### src/rtl/hdr_sequencer.sv
// HDR command sequencer: walks descriptors across one CCC engine and NUM_ENG
// normal-transfer engines, inserting a dummy CCC phase after a restarted CCC.
module hdr_sequencer #(
  parameter int NUM_ENG      = 4,
  parameter int ADDR_W       = 12,
  parameter int DEFAULT_ADDR = 1000,
  parameter int SPECIAL_ADDR = 450,
  parameter int HDR_MODE     = 6,
  parameter int TIMEOUT_CYC  = 1024,
  parameter int CNT_W        = 8
) (
  input  logic               i_sys_clk,
  input  logic               i_sys_rst,
  input  logic               i_hdrengine_en,
  input  logic               i_cp,
  input  logic               i_toc,
  input  logic [2:0]         i_eng_idx,
  input  logic [2:0]         i_mode,
  input  logic               i_ccc_done,
  input  logic [NUM_ENG-1:0] i_eng_done,
  output logic               o_ccc_en,
  output logic [NUM_ENG-1:0] o_eng_en,
  output logic [2:0]         o_path_sel,
  output logic [ADDR_W-1:0]  o_regf_addr_special,
  output logic               o_hdrengine_done,
  output logic               o_err,
  output logic [CNT_W-1:0]   o_xfer_cnt
);

  localparam logic [2:0] S_IDLE     = 3'd0;
  localparam logic [2:0] S_DISPATCH = 3'd1;
  localparam logic [2:0] S_EVAL     = 3'd2;
  localparam logic [2:0] S_DUMMY    = 3'd3;
  localparam logic [2:0] S_SWITCH   = 3'd4;
  localparam logic [2:0] S_RUN      = 3'd5;
  localparam logic [2:0] S_DONE     = 3'd6;

  localparam int WD_W = (TIMEOUT_CYC > 2) ? $clog2(TIMEOUT_CYC) : 1;
  localparam logic [WD_W-1:0]    WD_LAST   = WD_W'(TIMEOUT_CYC - 1);
  localparam logic [ADDR_W-1:0]  ADDR_DEF  = ADDR_W'(DEFAULT_ADDR);
  localparam logic [ADDR_W-1:0]  ADDR_SPC  = ADDR_W'(SPECIAL_ADDR);
  localparam logic [2:0]         MODE_HDR  = 3'(HDR_MODE);
  localparam logic [3:0]         ENG_LIMIT = 4'(NUM_ENG);
  localparam logic [NUM_ENG-1:0] ENG_ONE   = NUM_ENG'(1);

  logic [2:0]      state;
  logic            cp_q;
  logic            toc_q;
  logic [2:0]      idx_q;
  logic            ccc_restart;
  logic [WD_W-1:0] wd_cnt;

  logic mode_ok;
  logic sel_done;
  logic wd_expired;

  assign mode_ok    = (i_mode == MODE_HDR);
  // Only the engine currently enabled may complete the transfer.
  assign sel_done   = cp_q ? i_ccc_done : |(i_eng_done & o_eng_en);
  assign wd_expired = (wd_cnt == WD_LAST);

  always_ff @(posedge i_sys_clk) begin
    if (i_sys_rst) begin
      state               <= S_IDLE;
      cp_q                <= 1'b0;
      toc_q               <= 1'b0;
      idx_q               <= '0;
      ccc_restart         <= 1'b0;
      wd_cnt              <= '0;
      o_ccc_en            <= 1'b0;
      o_eng_en            <= '0;
      o_path_sel          <= '0;
      o_regf_addr_special <= ADDR_DEF;
      o_hdrengine_done    <= 1'b0;
      o_err               <= 1'b0;
      o_xfer_cnt          <= '0;
    end else begin
      o_hdrengine_done <= 1'b0;
      if (state != S_IDLE && !i_hdrengine_en) begin
        o_ccc_en            <= 1'b0;
        o_eng_en            <= '0;
        o_regf_addr_special <= ADDR_DEF;
        ccc_restart         <= 1'b0;
        state               <= S_IDLE;
      end else begin
        case (state)
          S_IDLE: begin
            if (i_hdrengine_en) begin
              o_err <= 1'b0;
              state <= S_DISPATCH;
            end
          end
          S_DISPATCH: begin
            cp_q  <= i_cp;
            toc_q <= i_toc;
            idx_q <= i_eng_idx;
            state <= S_EVAL;
          end
          S_EVAL: begin
            wd_cnt <= '0;
            if (!mode_ok) begin
              o_hdrengine_done <= 1'b1;
              state            <= S_DONE;
            end else if (cp_q) begin
              o_ccc_en   <= 1'b1;
              o_path_sel <= 3'd0;
              state      <= S_RUN;
            end else if ({1'b0, idx_q} >= ENG_LIMIT) begin
              o_err            <= 1'b1;
              o_hdrengine_done <= 1'b1;
              state            <= S_DONE;
            end else if (ccc_restart) begin
              o_ccc_en            <= 1'b1;
              o_path_sel          <= 3'd0;
              o_regf_addr_special <= ADDR_SPC;
              state               <= S_DUMMY;
            end else begin
              o_eng_en   <= ENG_ONE << idx_q;
              o_path_sel <= idx_q + 3'd1;
              state      <= S_RUN;
            end
          end
          S_DUMMY: begin
            if (i_ccc_done) begin
              o_ccc_en            <= 1'b0;
              o_regf_addr_special <= ADDR_DEF;
              ccc_restart         <= 1'b0;
              state               <= S_SWITCH;
            end else if (!mode_ok || wd_expired) begin
              o_ccc_en            <= 1'b0;
              o_regf_addr_special <= ADDR_DEF;
              o_err               <= o_err | mode_ok;
              o_hdrengine_done    <= 1'b1;
              state               <= S_DONE;
            end else begin
              wd_cnt <= wd_cnt + WD_W'(1);
            end
          end
          S_SWITCH: begin
            o_eng_en   <= ENG_ONE << idx_q;
            o_path_sel <= idx_q + 3'd1;
            wd_cnt     <= '0;
            state      <= S_RUN;
          end
          S_RUN: begin
            if (sel_done) begin
              o_ccc_en   <= 1'b0;
              o_eng_en   <= '0;
              o_xfer_cnt <= o_xfer_cnt + CNT_W'(1);
              if (toc_q || !mode_ok) begin
                o_hdrengine_done <= 1'b1;
                state            <= S_DONE;
              end else begin
                ccc_restart <= cp_q & ~toc_q;
                state       <= S_DISPATCH;
              end
            end else if (!mode_ok || wd_expired) begin
              // Mode loss aborts quietly; only watchdog expiry flags an error.
              o_ccc_en            <= 1'b0;
              o_eng_en            <= '0;
              o_regf_addr_special <= ADDR_DEF;
              o_err               <= o_err | mode_ok;
              o_hdrengine_done    <= 1'b1;
              state               <= S_DONE;
            end else begin
              wd_cnt <= wd_cnt + WD_W'(1);
            end
          end
          S_DONE: begin
            ccc_restart <= 1'b0;
            state       <= S_IDLE;
          end
          default: state <= S_IDLE;
        endcase
      end
    end
  end

endmodule

### config.mk
export PLATFORM = sky130hd
export DESIGN_NAME = hdr_sequencer
export DESIGN_NICKNAME = d
export VERILOG_FILES = /design/src/rtl/hdr_sequencer.sv
export SDC_FILE = /design/constraint.sdc
export NUM_CORES = 1
export LEC_CHECK = 0
export BUFFER_PORTS_ARGS = -buffer_cell sky130_fd_sc_hd__buf_2
export CAP_MARGIN = 10
export CORE_MARGIN = 3
export CORE_UTILIZATION = 50
export CTS_CLUSTER_DIAMETER = 60
export DETAILED_ROUTE_END_ITERATION = 8
export MAX_ROUTING_LAYER = met4
export PLACE_DENSITY_LB_ADDON = 0.3
export REMOVE_ABC_BUFFERS = 1
export SLEW_MARGIN = 40
export SYNTH_ARGS = -nofsm -noshare
export SYNTH_HDL_FRONTEND = slang
export SYNTH_SLANG_ARGS = --single-unit
### constraint.sdc
create_clock -name i_sys_clk -period 2.1 [get_ports i_sys_clk]
set_clock_uncertainty 0.15 [all_clocks]
set_input_delay 0 -clock i_sys_clk [delete_from_list [all_inputs] [get_ports i_sys_clk]]
set_output_delay 0 -clock i_sys_clk [all_outputs]
set_load 0.05 [all_outputs]
[Yosys cells after proc, flatten, opt, wreduce, memory -nomap -nowiden]
Index checks and enable logic that the tools add are counted.
Word-level totals
  input bits: 16
  word-level logic and storage cells: 134
  bits in registers: 49
Operators by class
  shift-type cells: 1
  equal/unequal tests: 23
  reduce and logical (&&, ||, !) cells: 25
  multiplexer cells: 63
  $add $sub $neg: 3
  bitwise operators: 5
  magnitude comparators: 1
Operators with widths (number)
  $mux W12: 7
  $mux W3: 13
  $pmux W12 S3: 1
  $mux W10: 3
  $pmux W10 S3: 1
  $mux W1: 25
  $mux W4: 6
  $ne A2 B2 Y1 const B: 12
  $pmux W3 S6: 1
  $reduce_and A4 Y1: 4
  $reduce_bool A3 Y1: 5
  $eq A3 B3 Y1 const B: 4
  $pmux W4 S3: 1
  $reduce_and A6 Y1: 2
  $add A10 B1 Y10 const B: 1
  $eq A10 B10 Y1 const B: 1
  $ne A3 B3 Y1 const B: 3
  $pmux W1 S3: 3
  $add A8 B1 Y8 const B: 1
  $reduce_and A8 Y1: 1
  $eq A3 B2 Y1 const B: 2
  $pmux W3 S2: 1
  $and A4 B4 Y4: 1
  $pmux W1 S4: 1
  other kinds (17): 21

[Depth between registers and ports, before layout]
Gate-level depths: netlist of run 1.
  word-level depth: 6
  gate-level depth with buffers: 7
  mapped depth without buffers: 5

[Worst setup path before layout of run 1]
OpenSTA, ideal clock, no wires.
  path type: reg2reg
  start point: register o_eng_en[0]
  end point: register o_xfer_cnt[5]
  path slack: -0.178 ns
  arrival time: 2.001 ns
  cell stages (with the launch flop): 6
  buffers on the path: 0
  required time: 1.822 ns
  library setup time: 0.128 ns
  cell sequence: dfxtp_1 -> a222oi_1 -> a21o_2 -> or4_2 -> xor2_1 -> nor2_1
On the way
  longest elaborated chain between the ends: 4
Ends and longest elaborated chain
  start, declared: line 22  | output logic [NUM_ENG-1:0] o_eng_en,
  start signal, assigned: line 118  | o_eng_en <= ENG_ONE << idx_q;
  start signal, assigned: line 140  | o_eng_en <= ENG_ONE << idx_q;
  $and A4 B4 Y4: line 59  | assign sel_done = cp_q ? i_ccc_done : |(i_eng_done & o_eng_en);
  $reduce_or A4 Y1: line 59
  $mux W1: line 59
  $reduce_and A3 Y1 (no source line)
  end signal, assigned: line 149  | o_xfer_cnt <= o_xfer_cnt + CNT_W'(1);
  end, declared: line 27  | output logic [CNT_W-1:0] o_xfer_cnt
No other way between the ends.
A chain may end at the register's enable or synchronous reset.

[Worst setup path in the final report of run 1]
  start point: register o_eng_en[0]
  end point: register o_eng_en[2]
On the way
  longest elaborated chain between the ends: 5
  elaborated cells on any way between the ends: 7
  classes of those cells: eq/ne: 1; mux: 3; bitwise: 1; reduce/logical: 2
Ends and longest elaborated chain (line)
  $and A4 B4 Y4 (*): 59
  $reduce_or A4 Y1 (*): 59
  $mux W1 (*): 59
  $ne A3 B3 Y1 (no source line) or $mux W4 (tied branches)
  $reduce_and A6 Y1 (no source line) or $pmux W4 S3 (tied branches)
Every way passes the cells marked *; elsewhere a longest branch is shown, timed or not.

==> impl_metrics.toml, run 1 <==
[logic_synthesis]
synthFlopType = "dfxtp_1"
postSynth.asyncResetShare_pct = 0
syn-cell-area_um2 = 2510
synth_cells = 290
ys_types = 56
yosysWarnings = 0
synth.ff_latch_count = 49
synth_area_leaders = "dfxtp_1 (39%), nor2_1 (5.7%), a21oi_1 (4.0%)"
synth-edff-count = 0
synth_top_area_share_pct = 39.1
yosysSeqAreaShare_pct = 39.1
synth_area_leader_cell = "dfxtp_1"
syn_avg_cell_area_um2 = 8.65

[floorplan]
start_util_pct = 52.4
dieArea_um2 = 5910
rows = 25
die_h_um = 76.9
core_um2 = 4790
pin_count = 46
die_w_um = 76.9

[critical_path]
slowest_stage = "or4_1"
cp-end-kind = "register"
crit_type = "register to register"
path_buf_inv = 2
required_ns = 2.21
timing.critical_path.mode_cell = "buf_4"
startpoint_type = "register"
slowest_delay_ns = 0.49
cp_max_fo = 4
cp_top_family = "compound AO/OA/AOI/OAI gates"
cp.arrival_ns = 2.14
path_cells = "a222oi_1 -> buf_4 -> a21oi_1 -> or4_1 -> o21ai_0 -> buf_4 -> a22o_1"

[power]
p_per_area_nw_per_um2 = 530
ir_drop_v = 0.000336
total_leakage_power_nw = 1.36
p_total_mw = 1.75

[global_route]
overflow = 0
grt_pass1_vias = 2444
grt_usage_pct = 24.2
grt_start_max_net_pins = 19
grt_pass1_wl_mm = 11.4
antenna_found_initial = 0

[layout]
finalInstanceArea_um2 = 3300
fillers = 382
final_nets = 405
antenna_cells = 0
area_growth_syn_to_layout_pct = 31.5
layout_commonest_cell = "dfxtp_1"
final_cell_mix = "dfxtp_1 (46), buf_2 (45), buf_4 (41)"
finish.utilization_pct = 68.9
drive_gt1_share_pct = 29.3

[sta]
hold_viol_final = 0
relSlewSlack_pct = 68.3
fin_hold_ws_ns = 0.160
finalMaxSlewViolations = 0
finalSetupViolations = 0
fmax_ghz = 0.492
worst_pin_slew_ns = 0.474
period_minus_slack_ns = 2.03
fin_crit_sh_pct = 96.8

[worst_hold_path]
hold_class = "input port to register"

[clock_network]
cts_max_path_buffers = 2
path_clk_slew_ns = 0.09
cts_inserted_buffers = 5
htree_levels = 2
clock_latency_ns = 0.31
cts_root_buf = "clkbuf_8"
cts_tree = "done"
cts.sinks = 49

[routing]
drtAntennaViolNets = 0
viasPerCell = 5.80
drt_iter0_drc = 261
drt-wirelength-per-cell_um = 14.9
drtPass1Iterations = 5
wirelength_mm = 6.71
via_count = 2604
drc = 0

[placement]
portBuffers = 45
globalplace.congestion = 0.978
dpl-instance-area_um2 = 3090
dp_hpwl_mm = 4.88

[flow_run]
max-cap-violations = 0

[outcome]
outcome = "completed"
[state kept, by name (all words and copies together), names as in the netlist]
name and cells:
ccc_restart 1, cp_q 1, idx_q 3, o_ccc_en 1, o_eng_en 4, o_err 1
o_hdrengine_done 1, o_path_sel 3, o_regf_addr_special 12, o_xfer_cnt 8, state 3, toc_q 1
wd_cnt 10
[kinds of logic after synthesis]
family          Yosys count  synth area share (%)
buf+inv                  20                  3.59
flops                    49                  39.1
simple gates            127                  28.2
compound gates           72                  20.0
mux                       8                  3.19
fa+ha+maj                 7                  3.49
xor+xnor                  7                  2.44
[synth_stat cells (all sizes together), types with 2 or more instances]
library cell and count:
a211oi 2, a21boi 2, a21o 4, a21oi 20, a221oi 3, a22o 4, a22oi 2, a31o 2
a31oi 5, and2 8, and3b 2, and4 3, and4bb 2, buf 7, clkbuf 4, dfxtp 49
ha 7, inv 9, mux2i 8, nand2 17, nand2b 10, nand3 9, nand4 7, nand4b 2
nor2 38, nor2b 5, nor3 3, nor3b 2, nor4 2, o211ai 2, o21ai 11, o31ai 9
or4 10, or4b 2, xnor2 2, xor2 5
[layout make-up]
| type | count | area [um^2] | area share, % |
|---|---|---|---|
| clock buffer | 7 | 86.3 | 2.62 |
| inverter | 9 | 33.8 | 1.02 |
| multi-input combinational | 222 | 1480 | 44.8 |
| sequential | 49 | 985 | 29.8 |
| tap | 67 | 83.8 | 2.54 |
| timing repair buffer | 95 | 633 | 19.2 |
[worst reg2reg max path, cell delays in order (launching register included)]
cell      delay [ns]
dfxtp_2         0.33
a222oi_1        0.32
buf_4           0.19
a21oi_1         0.15
or4_1           0.49
o21ai_0         0.09
buf_4           0.15
a22o_1          0.12
[per-stage QoR]
step | TNS [ns] | worst slack [ns] | instances
after floorplan | -1.47 | -0.172 | 279
after global placement | 0 | 0.0344 | 433
after detailed placement | -0.00389 | -0.00389 | 433
after CTS | 0 | 0.0132 | 448
after global routing | -0.226 | -0.0298 | 449
final | 0 | 0.0673 | 449
[final timing paths]
check	slack, ns	startpoint	cells past startpoint	end
worst max-delay path	0.07	o_eng_en[0]	7	o_eng_en[2]
worst min-delay path	0.16	i_mode[2]	5	o_ccc_en
worst max register to register	0.07	o_eng_en[0]	7	o_eng_en[2]
worst min register to register	0.30	o_regf_addr_special[6]	1	o_regf_addr_special[6]
[per-layer routing]
metal | GRT usage (%) | vias to the layer above | share of wire (%)
met5 | - | - | 0
met4 | 8.51 | 0 | 3.1
met3 | 5.87 | 26 | 7.7
met2 | 37.5 | 122 | 46
met1 | 30.7 | 1196 | 44
li1 | - | 1260 | -
[repair_timing]
item	in CTS	in global routing
pin swaps	0	10
setup buffers	0	1
endpoints found under the hold margin	9	0
setup endpoints to repair	1	18
cloned	0	1
hold buffers	8	0
gates resized for setup	1	8
[where the power goes]
part	internal, mW	leakage (nW)	total (mW)	switching [mW]
logic	0.103	0.918	0.231	0.128
clock network	0.262	0.0443	0.565	0.304
registers	0.939	0.397	0.951	0.0117
Note: power is estimated with default switching activity, not from simulation.
==> run 2, diff against run 1 <==
--- a/config.mk
+++ b/config.mk
@@ -8,7 +8,7 @@
 export BUFFER_PORTS_ARGS = -buffer_cell sky130_fd_sc_hd__buf_2
 export CAP_MARGIN = 10
 export CORE_MARGIN = 3
-export CORE_UTILIZATION = 50
+export CORE_UTILIZATION = 55
 export CTS_CLUSTER_DIAMETER = 60
 export DETAILED_ROUTE_END_ITERATION = 8
 export MAX_ROUTING_LAYER = met4
==> constraint.sdc (replaced) <==
create_clock -name i_sys_clk -period 2.5 [get_ports i_sys_clk]
set_clock_uncertainty 0.15 [all_clocks]
set_input_delay 0.25 -clock i_sys_clk [delete_from_list [all_inputs] [get_ports i_sys_clk]]
set_output_delay 0.25 -clock i_sys_clk [all_outputs]
set_load 0.05 [all_outputs]
==> run 2 against run 1 <==
Compared with the run above: register-to-register slack gained 0.12 ns; cell area decreased by 11%; maximum frequency decreased by 12%; setup slack improved by 0.12 ns; first-iteration DRC count is 1.1% higher; core utilization increased by 1.1 points; global-route usage down 0.23 points; critical path depth is 2 lower; combinational power is 39% lower; die area shrank 8.4%; clock power shrank 4.2%; largest cell class unchanged; largest power group unchanged; highest routed layer unchanged.
==> impl_metrics.toml, run 2 (synthesis results as in run 1) <==
[global_route]
grt_start_max_net_pins = 18
grt_pass1_vias = 2120
use_met3_pct = 4.38
antenna_found_initial = 0
grt-busiest-layer = "met2"
grt_pass1_wl_mm = 9.98
met2_usage_pct = 36.0
grt_usage_pct = 24.0
overflow = 0
use_met1_pct = 32.4

[layout]
final_cell_mix = "dfxtp_1 (49), buf_2 (45), nor2_1 (38)"
largest_reg_flops = 12
reg_top3 = "o_regf_addr_special: 12 flops, wd_cnt: 10 flops, o_xfer_cnt: 8 flops"
drive_gt1_share_pct = 22.7
antenna_cells = 0
final_nets = 367
layout_commonest_cell = "dfxtp_1"
regMostFlops = "o_regf_addr_special"
final_cells = 394
area_growth_syn_to_layout_pct = 17.2

[critical_path]
cp.arrival_ns = 2.41
crit_start = "o_eng_en[0]"
rr_worst_depth = 5
reg2reg_slack_ns = 0.19
reg2reg_from = "o_eng_en[0]"
cp-end-kind = "register"
endpoint = "o_eng_en[2]"
cp_max_fo = 7
crit_type = "register to register"
startpoint_type = "register"
r2r_end = "o_eng_en[2]"
required_ns = 2.60

[clock_network]
cts_tree = "done"
cts_inserted_buffers = 5
cts_root_buf = "clkbuf_8"
post-cts-setup-buffers = 0
clock_latency_ns = 0.30
path_clk_slew_ns = 0.08
htree_levels = 2
cts-hold-fix-buffers = 0
cts_resized = 0
cts.sinks = 49
cts_max_path_buffers = 2

[power]
p_comb_share_pct = 9.5
total_leakage_power_nw = 1.17
p_per_area_nw_per_um2 = 505
ir_drop_v = 0.000297
p_clk_share_pct = 36.4
p_int_mw = 1.13
p_switching_uw = 354
swShare_pct = 23.8
p_total_mw = 1.49
seq_power_share_pct = 54.1

[sta]
fin_crit_sh_pct = 92.4
period_minus_slack_ns = 2.31
fin_hold_ws_ns = 0.0225
fmax_ghz = 0.433
relSlewSlack_pct = 58.7
hold_viol_final = 0
finalSetupViolations = 0
fin_setup_tns_ns = 0
worst_pin_slew_ns = 0.619
rsz0062_at_grt = "no"
setup_slack_ns = 0.189
finalMaxSlewViolations = 0

[placement]
portBuffers = 45
dp_cells = 387
globalplace.congestion = 1.03
dp_slack_ns = 0.224
dp_hpwl_mm = 4.31

[floorplan]
die_h_um = 73.6
rows = 23
die_w_um = 73.6
core_um2 = 4200
pin_count = 46
start_util_pct = 59.7
dieArea_um2 = 5410

[routing]
drc = 0
wirelength_mm = 6.05
drtPass1Iterations = 6
drt-wirelength-per-cell_um = 15.4
drt_iter0_drc = 264
viasPerCell = 6.15
drtAntennaViolNets = 0
via_count = 2422

[flow_run]
max-cap-violations = 0

[outcome]
outcome = "completed"

[worst_hold_path]
hold_class = "input port to register"
run 2: layout make-up:
class | count | area [um^2]
fill | 342 | 1260
tap | 50 | 62.6
clock inverter | 2 | 35.0
sequential | 49 | 981
clock buffer | 5 | 68.8
multi-input combinational | 221 | 1440
timing repair buffer | 58 | 323
inverter | 9 | 33.8
run 2: through the flow:
| step | utilization [%] | instance area, um^2 |
|---|---|---|
| after floorplan | - | 2450 |
| after global placement | 67.6 | 2840 |
| after detailed placement | 67.6 | 2840 |
| after CTS | 70.0 | 2940 |
| after global routing | 70.0 | 2940 |
| final | 70.0 | 2940 |
run 2: worst min-delay path by stage:
stage	start	endpoint	slack, ns	depth (start not counted)
5_1_grt	i_cp	cp_q	0.05	3
4_1_cts	i_eng_idx[1]	idx_q[1]	0.02	3
2_1_floorplan	i_sys_rst	cp_q	0.17	1
6_report	i_eng_idx[1]	idx_q[1]	0.02	3
3_3_place_gp	o_regf_addr_special[6]	o_regf_addr_special[6]	0.27	1
3_5_place_dp	o_regf_addr_special[8]	o_regf_addr_special[8]	0.27	1
run 2: power by group through the flow:
| stage | combinational [mW] | clock, mW | sequential, mW |
|---|---|---|---|
| after floorplan | 0.0754 | 0 | 0.826 |
| after global placement | 0.136 | 0 | 0.822 |
| after detailed placement | 0.136 | 0 | 0.822 |
| after CTS | 0.138 | 0.550 | 0.803 |
| after global routing | 0.155 | 0.584 | 0.806 |
| final | 0.141 | 0.541 | 0.804 |
run 2: worst max-delay path: stages (launching register included):
cell,delay (ns)
dfxtp_1,0.33
a222oi_1,0.51
a21oi_1,0.33
or4_1,0.54
o21ai_0,0.20
a22o_1,0.20
run 2: per-layer routing:
metal,vias to the layer above,share of wire [%]
met5,-,0
met3,19,7.5
met2,127,46
li1,1167,-
met4,0,2.4
met1,1109,44
